--- src/rtl/demux_tdm_pkg.sv ---
// demux_tdm_pkg: shared types and constants for the 1x8 TDM demultiplexer.
// Optional feature macro: DEMUX_TDM_PARITY_EN (adds a trailing even-parity slot).
package demux_tdm_pkg;
  typedef enum logic {HUNT = 1'b0, RUN = 1'b1} state_t;

  localparam int SLOT_W     = 4;
  localparam int DATA_SLOTS = 8;
  localparam int MISS_LIMIT = 2;
`ifdef DEMUX_TDM_PARITY_EN
  localparam int FRAME_LEN  = 9;  // 8 data slots + parity slot
`else
  localparam int FRAME_LEN  = 8;
`endif
endpackage

--- src/rtl/demux_slot_ctr.sv ---
// demux_slot_ctr: slot index counter for the TDM demultiplexer.
// Ports:
//   clk, rst   clock, async active-high reset
//   clr        synchronous clear to slot 0 (highest priority)
//   load1      synchronous load to slot 1 (sync beat consumed as slot 0)
//   adv        advance one slot, wrapping after FRAME_LEN-1
//   slot       index of the next expected slot
//   last       slot is the final slot of the frame
module demux_slot_ctr
  import demux_tdm_pkg::*;
(
  input  logic              clk,
  input  logic              rst,
  input  logic              clr,
  input  logic              load1,
  input  logic              adv,
  output logic [SLOT_W-1:0] slot,
  output logic              last
);

  assign last = (slot == SLOT_W'(FRAME_LEN - 1));

  always_ff @(posedge clk or posedge rst) begin
    if (rst)        slot <= '0;
    else if (clr)   slot <= '0;
    else if (load1) slot <= SLOT_W'(1);
    else if (adv)   slot <= last ? '0 : slot + 1'b1;
  end

endmodule

--- src/rtl/demux_tdm_1x8.sv ---
// demux_tdm_1x8: serial-to-parallel TDM demultiplexer, 8 channels per frame.
// Locks on a frame sync, steers each slot bit into a shadow register and
// publishes the whole frame on ch_out once complete.
// Optional feature macro: DEMUX_TDM_PARITY_EN -- frame gains a 9th slot with
// even parity over the data; a mismatching frame is dropped with parity_err.
// Ports:
//   clk, rst     clock, async active-high reset
//   din          serial data, sampled when en=1
//   en           slot strobe, one slot per clk with en=1
//   sync         frame marker for slot 0 (qualified by en)
//   ch_out       last complete frame, bit i = channel i
//   frame_valid  1-cycle pulse when ch_out updates
//   slot         index of the next expected slot
//   locked       high while in RUN
//   sync_err     1-cycle pulse on sync at a nonzero slot
//   parity_err   1-cycle pulse on parity mismatch (0 without parity)
module demux_tdm_1x8
  import demux_tdm_pkg::*;
(
  input  logic                  clk,
  input  logic                  rst,
  input  logic                  din,
  input  logic                  en,
  input  logic                  sync,
  output logic [DATA_SLOTS-1:0] ch_out,
  output logic                  frame_valid,
  output logic [SLOT_W-1:0]     slot,
  output logic                  locked,
  output logic                  sync_err,
  output logic                  parity_err
);

  state_t                state;
  logic [1:0]            miss;
  logic [DATA_SLOTS-1:0] shadow;
  logic [DATA_SLOTS-1:0] frame_word;
  logic                  last;
  logic                  at_zero;
  logic                  data_slot;
  logic                  miss_out;
  logic                  ctr_clr, ctr_load1, ctr_adv;

  assign at_zero   = (slot == '0);
  assign data_slot = (slot < SLOT_W'(DATA_SLOTS));
  // Second consecutive sync-less slot 0 drops the lock.
  assign miss_out  = at_zero && (miss == 2'(MISS_LIMIT - 1));

  // Shadow with the current beat merged in; on the parity slot it is just
  // the shadow, which holds all 8 data bits by then.
  always_comb begin
    frame_word = shadow;
    if (data_slot) frame_word[slot[2:0]] = din;
  end

  always_comb begin
    ctr_clr   = 1'b0;
    ctr_load1 = 1'b0;
    ctr_adv   = 1'b0;
    if (en) begin
      if (state == HUNT) ctr_load1 = sync;
      else if (sync)     ctr_load1 = 1'b1;  // any sync restarts at slot 1
      else if (miss_out) ctr_clr   = 1'b1;
      else               ctr_adv   = 1'b1;
    end
  end

  demux_slot_ctr u_slot_ctr (
    .clk   (clk),
    .rst   (rst),
    .clr   (ctr_clr),
    .load1 (ctr_load1),
    .adv   (ctr_adv),
    .slot  (slot),
    .last  (last)
  );

`ifdef DEMUX_TDM_PARITY_EN
  logic parity_err_q;
  assign parity_err = parity_err_q;
`else
  assign parity_err = 1'b0;
`endif

  always_ff @(posedge clk or posedge rst) begin
    if (rst) begin
      state        <= HUNT;
      miss         <= '0;
      shadow       <= '0;
      ch_out       <= '0;
      frame_valid  <= 1'b0;
      locked       <= 1'b0;
      sync_err     <= 1'b0;
`ifdef DEMUX_TDM_PARITY_EN
      parity_err_q <= 1'b0;
`endif
    end else begin
      frame_valid  <= 1'b0;
      sync_err     <= 1'b0;
`ifdef DEMUX_TDM_PARITY_EN
      parity_err_q <= 1'b0;
`endif
      if (en) begin
        case (state)
          HUNT: begin
            if (sync) begin
              shadow[0] <= din;
              miss      <= '0;
              state     <= RUN;
              locked    <= 1'b1;
            end
          end
          RUN: begin
            if (sync) begin
              // Sync anywhere but slot 0 discards the partial frame; the
              // beat becomes slot 0 of a fresh frame either way.
              shadow[0] <= din;
              miss      <= '0;
              if (!at_zero) sync_err <= 1'b1;
            end else if (miss_out) begin
              miss   <= '0;
              state  <= HUNT;
              locked <= 1'b0;
            end else begin
              if (at_zero)   miss <= miss + 1'b1;
              if (data_slot) shadow[slot[2:0]] <= din;
              if (last) begin
`ifdef DEMUX_TDM_PARITY_EN
                if ((^shadow) == din) begin
                  ch_out      <= frame_word;
                  frame_valid <= 1'b1;
                end else begin
                  parity_err_q <= 1'b1;
                end
`else
                ch_out      <= frame_word;
                frame_valid <= 1'b1;
`endif
              end
            end
          end
          default: begin
            state  <= HUNT;
            locked <= 1'b0;
          end
        endcase
      end
    end
  end

endmodule

--- config.mk ---
export PLATFORM = sky130hd
export DESIGN_NAME = demux_tdm_1x8
export DESIGN_NICKNAME = d
export VERILOG_FILES = /design/src/rtl/demux_tdm_pkg.sv /design/src/rtl/demux_slot_ctr.sv /design/src/rtl/demux_tdm_1x8.sv
export SDC_FILE = /design/constraint.sdc
export NUM_CORES = 1
export LEC_CHECK = 0
export CAP_MARGIN = 20
export CELL_PAD_IN_SITES_DETAIL_PLACEMENT = 1
export CELL_PAD_IN_SITES_GLOBAL_PLACEMENT = 1
export CORE_AREA = 5 5 63 65
export DETAILED_ROUTE_END_ITERATION = 7
export DIE_AREA = 0 0 68 70
export PLACE_DENSITY = 0.77
export SLEW_MARGIN = 20
export SYNTH_ARGS = -nofsm -noshare
export SYNTH_HDL_FRONTEND = slang
export SYNTH_HIERARCHICAL = 1
export SYNTH_SLANG_ARGS = --single-unit
export TNS_END_PERCENT = 30
--- constraint.sdc ---
create_clock -name clk -period 2.3 [get_ports clk]
set_clock_uncertainty 0.05 [all_clocks]
set_input_delay 0.575 -clock clk [delete_from_list [all_inputs] [get_ports clk]]
set_output_delay 0.575 -clock clk [all_outputs]
set_load 0.01 [all_outputs]
==> impl_metrics.ini, run 1 <==
[synth]
yosysTopAreaCellShare_pct = 48.9
synthCells = 108
synth_top_family_by_area = multiplexers
yosys.cell_types.count = 37
yosys.cell_count.top_type = dfrtp_1
synth_nets = 114
yosys_warnings = 6
synth_seq_area_share_pct = 48.9
synth_ff_type = dfrtp_1
synth_edf_count = 0
async_flop_share_pct = 100
yosysTopAreaCell = dfrtp_1
synth_compound_area_share_pct = 8.93
syn_area_mm2 = 0.00133
yosys.area_share.simple_pct = 15.6
synth_commonest_cells = 26 x dfrtp_1, 16 x mux2_2, 12 x inv_1
synth_mux_area_share_pct = 21.1
ys_seq_elements = 26
synth_adder_area_share_pct = 0.940
avgSynthCellArea_um2 = 12.3
yosys.area_share.xor_xnor_pct = 0
synth.area.top_cells = dfrtp_1 49%, mux2_2 14%, mux2i_1 7.5%, inv_1 3.4%, nor4b_1 2.0%

[clocking]
path_clk_slew_ps = 130
cts_buffers = 3
clockRootBuffer = clkbuf_4
cts_tree = yes
cts_sinks = 26
post_cts_buffers = 0
cts_resized = 0
clkLatencyLatePin_ps = 300
ctsHoldBuffers = 0
cts_buffer_depth = 2
h-tree-depth = 1

[layout]
seqCellArea_um2 = 651
nFillCells = 357
nets = 144
finish.utilization_pct = 50.6
area.growth.synth_to_final_pct = 24.8
multi_input_area_um2 = 623
drive_gt1_share_pct = 25.7
antenna_cells = 0

[global_routing]
grt_pass1_wl_mm = 4.60
grt_overflow = 0
grt_max_degree = 23
antenna_found_initial = 0
first_global_vias = 977
grt_usage_pct = 12.4

[timing]
timing.hold.ws_ps = 415
fmax_mhz = 455
slew_violations = 0
post-route-period-util_pct = 95.6
fin_crit_ps = 2200
rsz0062_at_grt = no
totalNegativeSetupSlack_ps = 0
hold_viol = 0
setup_violations = 0

[die]
fp.dieH_um = 70
io_pins = 21
die_width_um = 68
core_area_mm2 = 0.00328
die-area_mm2 = 0.00476
num_rows = 21
start_util_pct = 40.5

[placed_design]
place.gp.congestion = 0.743
port_buffers = 19
hpwlAfterDp_mm = 2.11

[critical_path]
critPathMaxStageDelay_ps = 640
cp.arrival_ps = 1570
worst_setup_path_start_kind = flop
path_cells = clkdlybuf4s50_1
cp_num_buf_inv = 1
crit_type = flop to output port
critPathSlowestCell = dfrtp_1
startpoint = u_slot_ctr/slot[0]$_DFFE_PP0P_
rr_startpoint = u_slot_ctr/slot[0]$_DFFE_PP0P_
cp.required_ps = 1670
critical_path.max_fanout = 13
end_kind = output port
critPathTopFamily = flip-flops

[routing]
via_per_inst = 5.08
vias = 925
drt_iter0_markers = 26
routedWlPerCell_um = 15.1
drtPass1Iterations = 4
totalWireLength_mm = 2.75
route.detailed.drc = 0
drtAntennaViolNets = 0

[power_and_ir_drop]
leakagePower_uw = 0.000723
p_total_uw = 1480
pwr_density_cell_mw_per_mm2 = 893
vdd_ir_drop_max_mv = 0.408

[run]
maxCapViolations = 0

[hold_path]
min_path_type = input pin to asynchronous set/reset pin

[status]
outcome = completed
layer usage:
| metal | wire length [um] | track usage (%) |
|---|---|---|
| met5 | 0 | 0 |
| met4 | 34 | 3.31 |
| met3 | 69 | 2.40 |
| met2 | 1350 | 19.2 |
| met1 | 1290 | 17.4 |
cells in the final DEF, fill, tap and decap left out, types with 3 or more instances in the layout:
| cell type | Yosys | final |
|---|---|---|
| dfrtp_1 | 26 | 26 |
| clkdlybuf4s50_1 | 0 | 19 |
| mux2_2 | 16 | 16 |
| inv_1 | 12 | 12 |
| mux2i_1 | 10 | 10 |
| buf_4 | 1 | 7 |
| nand2_1 | 4 | 4 |
| nor4b_1 | 3 | 3 |
| clkbuf_4 | 0 | 3 |
area by class of cell:
cell class | instances | share of cell area [%]
clock buffer | 3 | 1.36
inverter | 12 | 2.71
sequential | 26 | 39.2
timing repair buffer | 27 | 15.8
tap | 46 | 3.46
multi-input combinational | 68 | 37.5
cells by family after synthesis:
group,count (synthesis)
DFF,26
other,1
buffers and inverters,14
adders and majority gates,1
and+or+nand+nor,28
muxes,26
AOI/OAI and AO/OA,12
state kept, by name (all words and copies together), names as in the netlist:
| signal | flops |
|---|---|
| state | 1 |
| locked | 1 |
| ch_out | 8 |
| frame_valid | 1 |
| sync_err | 1 |
| miss | 2 |
| u_slot_ctr/slot | 4 |
| shadow | 8 |
per-stage QoR:
step | setup slack, ps | cell area (um^2) | instances
after floorplan | 262 | 1330 | 108
after global placement | 52.0 | 1640 | 179
after detailed placement | 26.7 | 1640 | 179
after CTS | 78.4 | 1660 | 182
after global routing | 8.55 | 1660 | 182
final | 102 | 1660 | 182
worst paths after layout:
| path | endpoint | slack, ps | cells past startpoint |
|---|---|---|---|
| max in group asynchronous | shadow[1]$_DFFE_PP0P_ | 1400 | 3 |
| min | u_slot_ctr/slot[2]$_DFFE_PP0P_ | 410 | 2 |
| max reg2reg | ch_out[5]$_DFFE_PP0P_ | 180 | 6 |
| max | slot[0] | 100 | 1 |
| min reg2reg | shadow[2]$_DFFE_PP0P_ | 470 | 1 |
| min in group clk | shadow[2]$_DFFE_PP0P_ | 470 | 1 |
where the power goes:
part / leakage [uW] / switching (uW) / internal [uW]
Sequential: 0.000314 / 133 / 572
Combinational: 0.000395 / 250 / 346
Clock: 0.0000138 / 122 / 61.0
No activity file was read; power rests on OpenSTA's default activity.
==> inputs of run 2 (changes only) <==
Settings changed: TNS_END_PERCENT 30 to 50.
==> results of run 2 <==
Same layout as run 1: the final DEF is identical, and so are final timing and power.
